===== src/rtl/sim_run_ctrl.sv =====
// sim_run_ctrl: run controller between the simulation bench and the CPU top.
// Sequences the CPU reset, counts RUN cycles, and ends a run on a halt
// request or when the cycle budget is spent, reporting how and where it ended.
//
// Optional build macro: SIM_RUN_CTRL_STALL_DETECT_EN
//   When defined, a PC that stays unchanged for HALT_STABLE consecutive RUN
//   cycles ends the run exactly like halt_req (catches `j .` self-loops).
//
// Ports:
//   clk        in   1      system clock, rising edge
//   rst        in   1      synchronous active-high reset
//   start      in   1      pulse; begins a run from IDLE or DONE
//   halt_req   in   1      CPU halt indication, sampled in RUN
//   pc         in   PC_W   current CPU PC
//   cpu_rst    out  1      reset to the CPU; low only while running
//   running    out  1      high while in RUN
//   done       out  1      high while in DONE
//   timeout    out  1      valid with done; 1 = budget exhausted, 0 = halted
//   cycle_cnt  out  CYC_W  RUN cycles executed in the current/last run
//   final_pc   out  PC_W   pc sampled on the exit cycle of RUN
module sim_run_ctrl #(
  parameter int unsigned RST_CYCLES  = 25,
  parameter int unsigned MAX_CYCLES  = 1500,
  parameter int unsigned CYC_W       = 32,
  parameter int unsigned PC_W        = 32,
  parameter int unsigned AUTO_START  = 1,
  parameter int unsigned HALT_STABLE = 4
) (
  input  logic             clk,
  input  logic             rst,
  input  logic             start,
  input  logic             halt_req,
  input  logic [PC_W-1:0]  pc,
  output logic             cpu_rst,
  output logic             running,
  output logic             done,
  output logic             timeout,
  output logic [CYC_W-1:0] cycle_cnt,
  output logic [PC_W-1:0]  final_pc
);

  localparam int unsigned RC_W = (RST_CYCLES > 1) ? $clog2(RST_CYCLES) : 1;

  // Reject configurations the counters cannot represent.
  if (RST_CYCLES < 1 || MAX_CYCLES < 1 || HALT_STABLE < 2) begin : g_bad_param
    $error("sim_run_ctrl: RST_CYCLES/MAX_CYCLES must be >=1, HALT_STABLE >=2");
  end

  typedef enum logic [1:0] {
    ST_IDLE  = 2'd0,
    ST_RESET = 2'd1,
    ST_RUN   = 2'd2,
    ST_DONE  = 2'd3
  } state_t;

  state_t           state, state_d;
  logic             auto_arm, auto_arm_d;
  logic [RC_W-1:0]  rst_cnt, rst_cnt_d;
  logic [CYC_W-1:0] cycle_cnt_d;
  logic             timeout_d;
  logic [PC_W-1:0]  final_pc_d;
  logic             stop_req;

`ifdef SIM_RUN_CTRL_STALL_DETECT_EN
  localparam int unsigned ST_W = $clog2(HALT_STABLE + 1);

  logic [PC_W-1:0]  prev_pc, prev_pc_d;
  logic [ST_W-1:0]  stable, stable_d;
  logic             stall_hit;

  // Track how long pc has been frozen; the first RUN cycle only seeds prev_pc.
  always_comb begin
    prev_pc_d = prev_pc;
    stable_d  = stable;
    stall_hit = 1'b0;
    if (state == ST_RUN) begin
      prev_pc_d = pc;
      if (cycle_cnt == '0) begin
        stable_d = '0;
      end else if (pc == prev_pc) begin
        stable_d = stable + ST_W'(1);
        // This increment reaches HALT_STABLE-1: HALT_STABLE equal PCs seen.
        if (stable == ST_W'(HALT_STABLE - 2)) begin
          stall_hit = 1'b1;
        end
      end else begin
        stable_d = '0;
      end
    end else if (state_d == ST_RESET) begin
      prev_pc_d = '0;
      stable_d  = '0;
    end
  end

  always_ff @(posedge clk) begin
    if (rst) begin
      prev_pc <= '0;
      stable  <= '0;
    end else begin
      prev_pc <= prev_pc_d;
      stable  <= stable_d;
    end
  end

  assign stop_req = halt_req | stall_hit;
`else
  assign stop_req = halt_req;
`endif

  // Next-state and next-output logic.
  always_comb begin
    state_d     = state;
    auto_arm_d  = auto_arm;
    rst_cnt_d   = rst_cnt;
    cycle_cnt_d = cycle_cnt;
    timeout_d   = timeout;
    final_pc_d  = final_pc;

    unique case (state)
      ST_IDLE: begin
        if (start || auto_arm) begin
          state_d     = ST_RESET;
          auto_arm_d  = 1'b0;
          rst_cnt_d   = '0;
          cycle_cnt_d = '0;
          timeout_d   = 1'b0;
        end
      end

      ST_RESET: begin
        rst_cnt_d = rst_cnt + RC_W'(1);
        if (rst_cnt == RC_W'(RST_CYCLES - 1)) begin
          state_d = ST_RUN;
        end
      end

      ST_RUN: begin
        // The exit cycle is counted too, so a timeout ends at MAX_CYCLES.
        cycle_cnt_d = cycle_cnt + CYC_W'(1);
        if (stop_req) begin
          state_d    = ST_DONE;
          timeout_d  = 1'b0;
          final_pc_d = pc;
        end else if (cycle_cnt == CYC_W'(MAX_CYCLES - 1)) begin
          state_d    = ST_DONE;
          timeout_d  = 1'b1;
          final_pc_d = pc;
        end
      end

      ST_DONE: begin
        if (start) begin
          state_d     = ST_RESET;
          rst_cnt_d   = '0;
          cycle_cnt_d = '0;
          timeout_d   = 1'b0;
        end
      end

      default: state_d = ST_IDLE;
    endcase
  end

  // State and registered outputs; status flags follow the next state.
  always_ff @(posedge clk) begin
    if (rst) begin
      state     <= ST_IDLE;
      auto_arm  <= (AUTO_START != 0);
      rst_cnt   <= '0;
      cycle_cnt <= '0;
      timeout   <= 1'b0;
      final_pc  <= '0;
      cpu_rst   <= 1'b1;
      running   <= 1'b0;
      done      <= 1'b0;
    end else begin
      state     <= state_d;
      auto_arm  <= auto_arm_d;
      rst_cnt   <= rst_cnt_d;
      cycle_cnt <= cycle_cnt_d;
      timeout   <= timeout_d;
      final_pc  <= final_pc_d;
      cpu_rst   <= (state_d != ST_RUN);
      running   <= (state_d == ST_RUN);
      done      <= (state_d == ST_DONE);
    end
  end

endmodule


===== config.mk =====
export PLATFORM = sky130hd
export DESIGN_NAME = sim_run_ctrl
export DESIGN_NICKNAME = d
export VERILOG_FILES = /design/src/rtl/sim_run_ctrl.sv
export SDC_FILE = /design/constraint.sdc
export NUM_CORES = 1
export LEC_CHECK = 0
export ABC_AREA = 1
export BUFFER_PORTS_ARGS = -buffer_cell sky130_fd_sc_hd__buf_2
export CAP_MARGIN = 20
export CORE_AREA = 3 3 103 105
export CTS_CLUSTER_DIAMETER = 200
export DETAILED_ROUTE_END_ITERATION = 16
export DIE_AREA = 0 0 106 108
export GPL_ROUTABILITY_DRIVEN = 1
export SETUP_SLACK_MARGIN = 0.3
export SKIP_CTS_REPAIR_TIMING = 1
export SLEW_MARGIN = 40
export SYNTH_ARGS = -nofsm -noshare
export SYNTH_HDL_FRONTEND = slang
export SYNTH_SLANG_ARGS = --single-unit
export TNS_END_PERCENT = 100

===== constraint.sdc =====
create_clock -name clk -period 1.38 [get_ports clk]
set_input_delay 0.138 -clock clk [delete_from_list [all_inputs] [get_ports clk]]
set_output_delay 0.138 -clock clk [all_outputs]
set_load 0.02 [all_outputs]

After elaboration in Yosys (flattened, before gate mapping):

Index checks and enable logic that the tools add are counted.

* add/sub/neg operators: 2
* $mul: 0
* divide/modulo/power cells: 0
* order comparisons: 0
* eq/ne operators: 11
* shift-type cells: 0
* mux-type cells: 19
* bitwise gates (word level): 0
* reductions and logical operators: 10

Operators by type and width (count)
* 2-to-1 mux 32 bit: 4
* case mux 32 bit (3 select lines): 1
* adder 32 x 1 -> 32 bit (second input constant): 1
* == test 32 x 11 -> 1 bit (second input constant): 1
* case mux 5 bit (3 select lines): 1
* 2-to-1 mux 2 bit: 5
* 2-to-1 mux 5 bit: 2
* == test 2 bit (second input constant): 4
* case mux 2 bit (4 select lines): 1
* inequality test 2 bit (second input constant): 3
* AND reduction 3 bit: 2
* nonzero test 3 bit: 2
* adder 5 x 1 -> 5 bit (second input constant): 1
* == test 5 bit (second input constant): 1
* 2-to-1 mux 1 bit: 4
* AND reduction 2 bit: 2
* AND reduction 4 bit: 1
* inequality test 3 bit (second input constant): 1
* case mux 1 bit (3 select lines): 1
* == test 2 x 1 -> 1 bit (second input constant): 1
* logical NOT 2 bit: 1
* nonzero test 2 bit: 1
* logical OR 1 bit: 1

* flip-flop bits (word level): 76
* bits in latches: 0
* bits in writable memories: 0
* ROM bits: 0
* input bits: 36
* output and inout port bits: 68
* word-level logic and storage cells: 51
* memories kept: 0

Longest topological paths before layout:

Gate-level depths: netlist of the first run.

* depth after elaboration: 5
* gate-level depth with buffers: 11

Worst setup path before layout of the first run:

No wires, ideal clock.

* path type: flip-flop to flip-flop
* from: register cycle_cnt[1]
* to: register final_pc[0]
* data arrival time: 1.575 ns
* slack: -0.310 ns
* stages on the path, launching flop included: 12
* cell sequence: dfxtp_1 ha_1 inv_1 nor2_1 nand2_1 nor2_1 nand2_1 nand2_2 buf_2 nand3_1 nand2_1 nor2_1

* longest elaborated chain between the ends: 3

RTL lines
* start, declared: line 38 `output logic [CYC_W-1:0] cycle_cnt,`
* start signal, assigned: line 180 `cycle_cnt <= cycle_cnt_d;`
* == test 32 x 11 -> 1 bit: line 144 `end else if (cycle_cnt == CYC_W'(MAX_CYCLES - 1)) begin`
* nonzero test 2 bit (no line)
* AND reduction 2 bit (no line)
* end signal, assigned: line 182 `final_pc <= final_pc_d;`
* end, declared: line 39 `output logic [PC_W-1:0] final_pc`

Every way passes these cells.
A chain may end at the register's enable or synchronous reset.

Final worst setup path of the first run:

* from: register cycle_cnt[1]
* to: register final_pc[14]

Same word-level chain as after synthesis.

==> run summary, run 1 <==
Path class of the lowest-slack min-delay path: input port to register. Buffers inserted during clock tree synthesis total 9. The logs give 0 for the antenna violation net count after detailed routing and -244.9 ps for the setup slack of the critical path after layout.

The run gives 28 as the number of distinct standard cells referenced by the synthesized netlist. The post-route non-filler standard cell count is 932, and the final antenna diode count is 0. The y dimension of the die was 108 um. The post-synthesis mux area share was 0%. For the total nets after synthesis, the log shows 627.

Fraction of layout cells with a size suffix above 1: 45.93%. The total clock sinks came out at 76. The number of buffer cells added on primary ports is 103. Combinational cells account for 8.8% of the total power. The launch point of the worst hold path was rst. The max capacitance violation total came out at 0. The endpoint kind of the worst setup timing path is a register.

The average via count per standard cell was 4.751; the clock latency at the later pin of the worst-skew pair was 370 ps. Entering global routing, the biggest net connects 63 pins. Summed over all cells, the static leakage comes to 3.027 nW. The peak fanout along the critical path works out to 17.

The filler cells instantiated in the layout total 847. In the layout the commonest cells are sky130_fd_sc_hd__nand2_1 (105), sky130_fd_sc_hd__inv_1 (89), sky130_fd_sc_hd__buf_6 (76), sky130_fd_sc_hd__buf_2 (72), sky130_fd_sc_hd__nor2_1 (70). The initial antenna violation count is 0. Most common cell after layout, fill and taps aside: sky130_fd_sc_hd__nand2_1. Power spread over the standard cell area amounts to 704.8 nW/um2. Dividing the detail-routed wire length by the instance count gives 13.51 um. The flow ran to the end, but the final reports show violations. The final setup TNS was -9935 ps.

Measured against its own limit, the worst slew margin works out to 73.16%. The reported net switching power was 1.175 mW; the transition time at the pin with the least slew margin was 399.5 ps. Setup violations remaining at the end of the flow were counted as 59. For the worst clock skew, the log shows 12.48 ps. The tools report the area of the mapped netlist as 3767 um2. The longest clock path from root to sink contains 2 buffers.

Basic-gate share of the synthesized area counting and, or, nand and nor cells: 35.54%. VDD sags by at most 0.0006026 V. The post-detailed-route DRC marker count is 0, and the compound-cell area share of the yosys netlist is 10.26%. The final RePlAce weighted congestion was 0.8501; the area growth from synthesis to layout was 70.14%.

Setup repair after global routing could not meet its margin everywhere. The cell count after synthesis came out at 588. The number of hold violations in the final report is 0. The clock network burns 42.9% of the power. The time the worst path needs with I/O delays and setup was 1625 ps. The total routing usage reported by global routing was 19.22%; the post-synthesis share of cell area spent on xor and xnor gates was 0%. Of the total power, the share spent switching nets is 26.02%. The critical path starts at cycle_cnt[1]. The synthesized flop and latch total is 76. The final reports fail on negative setup slack. The total overflow left after global routing is 0. The clock slew seen by the registers of the worst setup and hold paths is 90 ps, and the register area share after synthesis is 40.39%. The count of placed standard cells including taps was 889.

TritonCTS built the clock tree. CTS built an H-tree with a depth of 3. Sequential cells burn 48.3% of the power. The fraction of the cycle the final worst path needs works out to 117.7%. The data arrival time of the worst path is 1880 ps. The worst setup path is of the register to register kind. The first global-routing pass estimated 17.84 mm of wire. The worst flop-to-flop path startpoint is cycle_cnt[1]. In this run the core area contains 36 standard-cell rows. The dominant combinational cell family by area after synthesis was simple AND/OR/NAND/NOR gates.

The horizontal extent of the die is 106 um. The detailed router finished its first iteration with 183 violations. The area enclosed by the die boundary was 11450 um2; the required time of the worst setup path was 1640 ps. The net count reported at finish is 833, and the starting utilization of the core area is 38.72%. The synthesized area per cell is 6.407 um2.

The tools report the clock root buffer as sky130_fd_sc_hd__clkbuf_8. STA classifies the critical path startpoint as a register. The final route contains 4428 vias.

The first detailed-routing pass took 4 iterations. The Yosys warning count was 0; the design internal power was 3.342 mW. The tools report the achievable frequency as 0.6154 GHz. For the via count of the first global-routing pass, the log shows 3868. During I/O placement, the number of pins put on the boundary was 104. The adder-cell area share of the yosys netlist is 0.9963%.

The run gives 0 as the final count of pins violating max slew. The logs give 8.090 mm for the detailed placement HPWL and 12.59 mm for the total wirelength of the detailed-routed design. The completed layout was analyzed and its total power is 4.518 mW. The run gives 9729 um2 as the floorplan core area.
-- through the flow --
| step | cell area [um2] | hold WS [ps] | setup WS, ps | util (%) |
|---|---|---|---|---|
| finish | 6410 | 38.61 | -244.9 | 65.88 |
| global route | 6410 | 51.12 | -358.3 | 65.88 |
| CTS | 5497 | 28.00 | -316.9 | 56.49 |
| detailed placement | 5263 | 424.6 | -307.0 | 54.09 |
| global placement | 5263 | 416.4 | -262.1 | 54.09 |
| floorplan | 4030 | 197.4 | -41.87 | - |
-- worst max-delay path, stage by stage (launching register included) --
cell and delay (ps):
sky130_fd_sc_hd__dfxtp_4 370, sky130_fd_sc_hd__ha_4 160, sky130_fd_sc_hd__inv_2 40, sky130_fd_sc_hd__nor2_1 70, sky130_fd_sc_hd__nand2_1 100, sky130_fd_sc_hd__nor2_2 160
sky130_fd_sc_hd__nand2_2 100, sky130_fd_sc_hd__nand2_4 140, sky130_fd_sc_hd__buf_12 160, sky130_fd_sc_hd__nand3_1 90, sky130_fd_sc_hd__nand2_1 80, sky130_fd_sc_hd__nor2_1 40
-- state kept, by name, summed over array words and instances (netlist names) --
register and cells:
auto_arm 1, cpu_rst 1, cycle_cnt 32, done 1
final_pc 32, rst_cnt 5, running 1, state 2
timeout 1
-- per-layer routing --
metal	track usage, %	vias up	share of wire (%)
met5	0	-	0
met4	8.418	0	1.9
met3	4.478	18	5.5
met2	30.92	114	50
met1	24.75	2038	43
li1	-	2258	-
-- final cells by class --
| class | instances | area [um2] | share of cell area [%] |
|---|---|---|---|
| clock inverter | 4 | 35.03 | 0.5466 |
| inverter | 101 | 389.1 | 6.071 |
| timing repair buffer | 215 | 1824 | 28.46 |
| multi-input combinational | 391 | 2195 | 34.24 |
| sequential | 76 | 1602 | 24.99 |
| clock buffer | 12 | 198.9 | 3.104 |
| tap | 133 | 166.4 | 2.596 |
-- worst paths after layout --
| kind | endpoint | slack, ps | depth (start not counted) |
|---|---|---|---|
| max | final_pc[14] | -240 | 11 |
| min | cycle_cnt[1] | 40 | 2 |
| min reg2reg | final_pc[15] | 470 | 2 |
| max reg2reg | final_pc[14] | -240 | 11 |
-- cell families after synthesis --
| group | Yosys count |
|---|---|
| AOI/OAI and AO/OA | 76 |
| adders and majority gates | 3 |
| buffers and inverters | 121 |
| DFF | 76 |
| and+or+nand+nor | 312 |
-- power groups by stage --
stage / registers (mW) / clock network [mW] / logic, mW
after global routing: 2.19 / 2.07 / 0.436
after CTS: 2.18 / 1.96 / 0.304
after detailed placement: 2.23 / 0 / 0.303
final: 2.18 / 1.94 / 0.396
after floorplan: 2.23 / 0 / 0.192
after global placement: 2.23 / 0 / 0.295
-- Yosys cell counts (all sizes together) --
cell type / n / area [um2]
inv: 100 / 375.4
dfxtp: 76 / 1521
and2: 1 / 6.260
clkbuf: 4 / 15.01
nor4: 2 / 12.51
buf: 16 / 88.83
clkinv: 1 / 3.750
nand3b: 1 / 7.510
nand2: 130 / 493.0
nand4: 6 / 37.54
a31oi: 1 / 6.260
nand3: 57 / 285.3
ha: 3 / 37.54
o21ai: 19 / 95.09
a21oi: 54 / 270.3
nor3: 16 / 85.08
o21bai: 2 / 15.01
nor2: 95 / 371.6
nor3b: 4 / 40.03
No activity file was read; power rests on OpenSTA's default activity.
==> inputs of run 2 (changes only) <==
==> constraint.sdc (replaced) <==
create_clock -name clk -period 1.38 [get_ports clk]
set_input_delay 0.276 -clock clk [delete_from_list [all_inputs] [get_ports clk]]
set_output_delay 0.276 -clock clk [all_outputs]
set_load 0.05 [all_outputs]
==> run 2 against run 1 <==
Global-route usage decreased by 0.17 points. Utilization increased by 6.1 points. Largest power group unchanged. Clock power decreased by 15%. Worst hold slack improved by 170 ps. Via count increased by 2.5%. Design area increased by 9.3%. Clock skew increased by 0.54 ps. The run still ends with negative setup slack left.
==> run summary, run 2 (synthesized netlist as in run 1, its figures left out) <==
The logs give 2 (unchanged) for the maximum clock path buffer count and 3.191 nW (+5.4%) for the static leakage. The slowest stage cell on the critical path was sky130_fd_sc_hd__dfxtp_4. The number of vias in the routed layout is 4539 (+2.5%).

The data arrival time of the worst path came out at 1800 ps (-80 ps). The tools report the reported net switching power as 1.153 mW (-1.9%). The average via count per standard cell was 4.855 (+2.2%); the antenna violation net count after detailed routing was 0 (unchanged). The achievable frequency was 0.6479 GHz (+5.3%). The tools report the post-detailed-route DRC marker count as 0 (unchanged). Y dimension of the die: 108 um (unchanged). The total CTS buffers was 9 (unchanged). Largest incremental delay on the critical path: 370 ps (about the same). The tools report the sequential power share as 50.3% (+2.0 points). The max capacitance violation total was 0 (unchanged). The logs give 17.63 mm (-1.2%) for the first-pass GRT wire length and 19.06% (-0.17 points) for the total routing usage reported by global routing. The time the worst path needs with I/O delays and setup came out at 1543 ps (-81.54 ps). The via count of the first global-routing pass is 3895 (+0.70%). The clock slew seen by the registers of the worst setup and hold paths came out at 90 ps (about the same). The final core utilization is 72.02% (+6.1 points).

The area enclosed by the die boundary is 11450 um2 (unchanged), and the worst vdd rail ir drop is 0.0006839 V (+13%). The global-route congestion overflow total was 0 (unchanged). The total cell area at the placement stage came out at 5295 um2 (+0.62%). The tools report the worst slew slack as a fraction of its limit as 79.98% (+6.8 points).

The required time of the worst setup path is 1630 ps (about the same). The row count is 36 (unchanged), and the final antenna diode count is 0 (unchanged). The level count of the clock H-tree is 3 (unchanged). The number of buffer cells added on primary ports came out at 103 (unchanged). For the detailed placement HPWL, the log shows 8.381 mm (+3.6%). Net count reported at finish: 836 (+0.36%). The run gives 38.72% (unchanged) as the starting utilization of the core area. The power density over the cells was 614.5 nW/um2 (-13%); the number of setup violations in the final report was 57 (-3.4%). The area of all placed cells without fillers is 7007 um2 (+9.3%), and the fraction of layout cells with a size suffix above 1 is 48.63% (+2.7 points). Leaving out fill and tap cells, the most frequent cells in the layout are sky130_fd_sc_hd__nand2_1 (106), sky130_fd_sc_hd__inv_1 (91), sky130_fd_sc_hd__nor2_1 (73), sky130_fd_sc_hd__buf_8 (64), sky130_fd_sc_hd__buf_4 (56). The worst clock skew is 13.02 ps (+0.5414 ps). The run gives 76 (unchanged) as the total clock sinks. Peak fanout along the critical path: 5 (-12). The tools report the final count of pins violating max slew as 0 (unchanged).

The tools report the fraction of power consumed by combinational cells as 11.6% (+2.8 points). The worst-case hold slack came out at 208.0 ps (+169.4 ps). Horizontal extent of the die: 106 um (unchanged). Clock root buffer: sky130_fd_sc_hd__clkbuf_8. Violation count after the first detailed-routing iteration: 201 (+9.8%). The area growth from synthesis to layout was 85.98%. The fraction of the cycle the final worst path needs came out at 111.8% (-5.9 points). Setup slack of the critical path after layout: -163.4 ps (+81.54 ps). The critical path goes through ha_4, inv_2, nor2_1, nand2_1, nor2_4, nand2_4, nand2_8, clkbuf_16, nand3_1, nand2_1, nor2_1. Floorplan core area: 9729 um2 (unchanged).

Routed length per instance: 14.44 um (+6.9%). The run finished, with violations left. The number of ports placed on the die boundary was 104 (unchanged). STA classifies the critical path endpoint as a register. The largest registers in the layout are cycle_cnt x32, final_pc x32, rst_cnt x5. The final RePlAce weighted congestion was 0.8703 (+2.4%).

Setup repair after global routing could not meet its margin everywhere. Final setup TNS: -5791 ps (+4144 ps). The run gives 13.51 mm (+7.3%) as the total wirelength of the detailed-routed design. The final reports fail on negative setup slack. The design internal power is 3.153 mW (-5.7%), and the switching part of the total is 26.77% (+0.75 points). The transition time at the pin with the least slew margin came out at 298.0 ps (-101.5 ps). The number of hold violations in the final report is 0 (unchanged). The logs give 65 (+3.2%) for the maximum number of pins on one net before global-route repair and 4 (unchanged) for the count of TritonRoute iterations in the first routing pass.

The critical path is of the register to register type. TritonCTS built the clock tree. The clock network fraction of design power is 38.1% (-4.8 points), and the clock latency at the later pin of the worst-skew pair is 360 ps (about the same).

The run gives 1 (+1) as the initial antenna violation count. The path class of the lowest-slack min-delay path was input port to register. The tools report the nature of the critical path startpoint as a register.

Most common cell after layout, fill and taps aside: sky130_fd_sc_hd__nand2_1.
==> run 2: per-stage QoR <==
| step | power, mW | setup WS (ps) | cells |
|---|---|---|---|
| 6_report | 4.306 | -163.4 | 935 |
| 5_1_grt | 4.495 | -261.9 | 935 |
| 4_1_cts | 4.172 | -279.9 | 905 |
| 3_5_place_dp | 2.552 | -257.6 | 889 |
| 3_3_place_gp | 2.543 | -184.7 | 889 |
| 2_1_floorplan | 2.399 | -121.0 | 588 |
==> run 2: power by group through the flow <==
| stage | Combinational [mW] | Clock, mW | Sequential (mW) |
|---|---|---|---|
| 2_1_floorplan | 0.181 | 0 | 2.22 |
| 3_3_place_gp | 0.324 | 0 | 2.22 |
| 4_1_cts | 0.333 | 1.67 | 2.17 |
| 3_5_place_dp | 0.332 | 0 | 2.22 |
| 5_1_grt | 0.537 | 1.79 | 2.17 |
| 6_report | 0.500 | 1.64 | 2.17 |
==> run 2: metal layers <==
metal / GRT usage, % / up-vias / share of wire, %
li1: - / 2275 / -
met1: 23.51 / 2109 / 40
met2: 32.74 / 124 / 52
met3: 5.433 / 29 / 5.9
met4: 5.180 / 2 / 2.3
met5: 0 / - / 0.052
==> run 2: worst paths after layout <==
kind	start	end	slack, ps	cells past startpoint
setup reg to reg	cycle_cnt[0]	final_pc[17]	-160	11
setup / recovery	cycle_cnt[0]	final_pc[17]	-160	11
hold / removal	rst	cycle_cnt[16]	210	2
hold reg to reg	cycle_cnt[9]	cycle_cnt[9]	490	1
==> run 2: worst max-delay path, delay by kind of cell, from the launching register on <==
kind	cells	cell delay (ps)
buf+inv	2	190
fa+ha+maj	1	150
simple gates	8	730
flops	1	370
==> run 2: layout make-up <==
| cell class | instances | area [um2] |
|---|---|---|
| clock buffers | 11 | 151.4 |
| clock inverters | 5 | 31.28 |
| fillers | 750 | 2723 |
| inverters | 101 | 396.6 |
| multi-input cells | 393 | 2218 |
| flip-flops and latches | 76 | 1665 |
| well taps | 133 | 166.4 |
| repair buffers | 216 | 2377 |
==> inputs of run 3 (changes only) <==
--- a/config.mk
+++ b/config.mk
@@ -8,10 +8,10 @@
 export ABC_AREA = 1
 export BUFFER_PORTS_ARGS = -buffer_cell sky130_fd_sc_hd__buf_2
 export CAP_MARGIN = 20
-export CORE_AREA = 3 3 103 105
+export CORE_AREA = 3 3 117 119
 export CTS_CLUSTER_DIAMETER = 200
 export DETAILED_ROUTE_END_ITERATION = 16
-export DIE_AREA = 0 0 106 108
+export DIE_AREA = 0 0 120 122
 export GPL_ROUTABILITY_DRIVEN = 1
 export SETUP_SLACK_MARGIN = 0.3
 export SKIP_CTS_REPAIR_TIMING = 1
==> run 3 against run 2 <==
The flow still finishes with violations (negative setup slack). Worst hold slack better by 19 ps. Design area is 1.3% higher. Global-route usage is 3.8 points lower. Total power is 13% higher. Routed wire length is 6.1% lower. Sequential power hardly changed. Critical path type unchanged. First-iteration DRC count is 10% lower. Clock skew hardly changed. Register-to-register slack hardly changed. Die area is 28% higher. Final cell count is 3.9% higher.
==> run summary, run 3 (synthesized netlist as in run 1, its figures left out) <==
The average via count per standard cell works out to 4.510 (-7.1%). The peak fanout along the critical path was 7 (+2); the maximum clock path buffer count was 2 (unchanged). Static leakage: 3.143 nW (-1.5%). The slowest stage cell on the critical path was sky130_fd_sc_hd__dfxtp_4. The number of vias in the routed layout is 4379 (-3.5%).

In this run the worst hold path is classified as input port to register. The fraction of the cycle the final worst path needs works out to 111.3% (-0.50 points). The endpoint kind of the worst setup timing path is a register. For the internal reg-to-reg setup slack, the log shows -160 ps (about the same).

For the fraction of power consumed by combinational cells, the log shows 8.6% (-3.0 points). The flow ran to the end, but the final reports show violations. The tools report the setup slack of the critical path after layout as -156.4 ps (+6.935 ps).

The max capacitance violation total is 0 (unchanged), and the antenna violation net count after detailed routing is 0 (unchanged). The fraction of layout cells with a size suffix above 1 was 49.69% (+1.1 points). The number of hold violations in the final report was 0 (unchanged); the via count of the first global-routing pass was 3808 (-2.2%).

The worst clock skew came out at 12.70 ps (-0.3209 ps). The run gives 833 (-0.36%) as the net count reported at finish. The global-route congestion overflow total came out at 0 (unchanged).

The y dimension of the die was 122 um (+13%). In the final layout, the registers with the most flip-flops are cycle_cnt x32, final_pc x32, rst_cnt x5. The cell family contributing the most delay on the critical path is simple AND/OR/NAND/NOR gates. The tools report the clock root buffer as sky130_fd_sc_hd__clkbuf_16.

Largest incremental delay on the critical path: 380 ps (about the same). The switching part of the total was 24.44% (-2.3 points). STA classifies the critical path startpoint as a register.

The tools report the final count of pins violating max slew as 0 (unchanged). The post-detailed-route DRC marker count is 0 (unchanged). TritonCTS built the clock tree.

The tools report the final antenna diode count as 0 (unchanged). The required time of the worst setup path is 1620 ps (about the same). The checks that failed: negative setup slack.

The logs give 29.73% (-9.0 points) for the starting utilization of the core area and 12670 um2 (+30%) for the floorplan core area. The worst slew slack as a fraction of its limit is 78.08% (-1.9 points). The transition time at the pin with the least slew margin was 328.8 ps (+30.85 ps); the number of buffer and inverter stages on the critical path was 2 (unchanged). For the data arrival time of the worst path, the log shows 1780 ps (-20 ps).

The power density over the cells is 684.9 nW/um2 (+11%), and the final RePlAce weighted congestion is 0.8144 (-6.4%). The run gives 3 (unchanged) as the level count of the clock H-tree. The run gives 933 (+4.9%) as the count of placed standard cells including taps.

The clock network fraction of design power came out at 46.7% (+8.6 points). Total clock sinks: 76 (unchanged). Clock latency at the later pin of the worst-skew pair: 350 ps (about the same). The first-pass GRT wire length is 17.88 mm (+1.4%), and the area enclosed by the die boundary is 14640 um2 (+28%).

The worst vdd rail ir drop came out at 0.0005776 V (-16%). The area growth from synthesis to layout is 88.48%. The critical path in this run is classified as register to register. The count of TritonRoute iterations in the first routing pass came out at 4 (unchanged). The logs give 180 (-10%) for the violation count after the first detailed-routing iteration and 971 (+3.9%) for the post-route non-filler standard cell count. Setup repair after global routing could not meet its margin everywhere. For the initial antenna violation count, the log shows 0 (-1).

For the achievable frequency, the log shows 0.6509 GHz (+0.45%). The total CTS buffers came out at 9 (unchanged). For the worst-case hold slack, the log shows 226.7 ps (+18.65 ps).

The number of buffer cells added on primary ports was 103 (unchanged); the design internal power was 3.674 mW (+17%). The detailed placement HPWL is 8.123 mm (-3.1%), and the routed length per instance is 13.07 um (-9.5%). Sequential power share: 44.6% (-5.7 points). The logs give 104 (unchanged) for the number of ports placed on the die boundary and 15.22% (-3.8 points) for the total routing usage reported by global routing. The row count came out at 41 (+14%). The maximum number of pins on one net before global-route repair is 65 (unchanged). The horizontal extent of the die works out to 120 um (+13%). The clock slew seen by the registers of the worst setup and hold paths is 60 ps (-30 ps), and the post-route total power is 4.863 mW (+13%).

Leaving out fill and tap cells, the most frequent cells in the layout are sky130_fd_sc_hd__nand2_1 (112), sky130_fd_sc_hd__inv_1 (93), sky130_fd_sc_hd__nor2_1 (71), sky130_fd_sc_hd__buf_4 (61), sky130_fd_sc_hd__buf_8 (58). Number of setup violations in the final report: 59 (+3.5%). The critical path goes through ha_4, inv_2, nor2_1, nand2_1, nor2_4, nand2_4, nand2_8, clkbuf_16, nand3_2, nand2_1, nor2_1. The total wirelength of the detailed-routed design is 12.69 mm (-6.1%). The library cell used most frequently in the layout, excluding fill and tap cells, is sky130_fd_sc_hd__nand2_1. Reported net switching power: 1.189 mW (+3.1%). Time the worst path needs with I/O delays and setup: 1536 ps (-6.935 ps).
-- run 3: layer usage --
| layer | up-vias | wire length, um | GRT usage [%] |
|---|---|---|---|
| met4 | 0 | 249 | 6.442 |
| met5 | - | 0 | 0 |
| met2 | 123 | 6040 | 23.71 |
| met3 | 18 | 881 | 4.689 |
| met1 | 1973 | 5515 | 19.54 |
| li1 | 2265 | - | - |
-- run 3: worst paths after layout --
path                              startpoint      endpoint  cells past startpoint
worst max-delay path            cycle_cnt[1]   final_pc[6]                     11
worst min-delay path                   pc[4]   final_pc[4]                      5
worst max register to register  cycle_cnt[1]   final_pc[6]                     11
worst min register to register  cycle_cnt[6]  cycle_cnt[6]                      1
-- run 3: final cells by class --
type	count	area [um2]
multi-input combinational	393	2265
clock buffer	14	265.3
clock inverter	2	10.01
timing repair buffer	213	2302
inverter	101	381.6
sequential	76	1662
fill	1138	5570
tap	172	215.2
-- run 3: power by group through the flow --
stage | registers (mW) | clock network, mW | logic, mW
floorplan | 2.22 | 0 | 0.181
global placement | 2.22 | 0 | 0.322
detailed placement | 2.22 | 0 | 0.322
CTS | 2.17 | 2.32 | 0.322
global route | 2.17 | 2.44 | 0.457
finish | 2.17 | 2.27 | 0.420
-- run 3: per-stage QoR --
step	TNS [ps]	util (%)	worst slack (ps)	instance area [um2]
4_1_cts	-9069	44.64	-242.3	5657
5_1_grt	-12650	56.04	-267.3	7101
3_5_place_dp	-8236	42.47	-235.5	5381
6_report	-5631	56.04	-156.4	7101
3_3_place_gp	-8111	42.47	-217.2	5381
2_1_floorplan	-4110	-	-121.0	4015
-- run 3: tightest hold or removal path: cells and delay by family --
kind / cells / cell delay [ps]
buffers and inverters: 2 / 100
and+or+nand+nor: 3 / 150
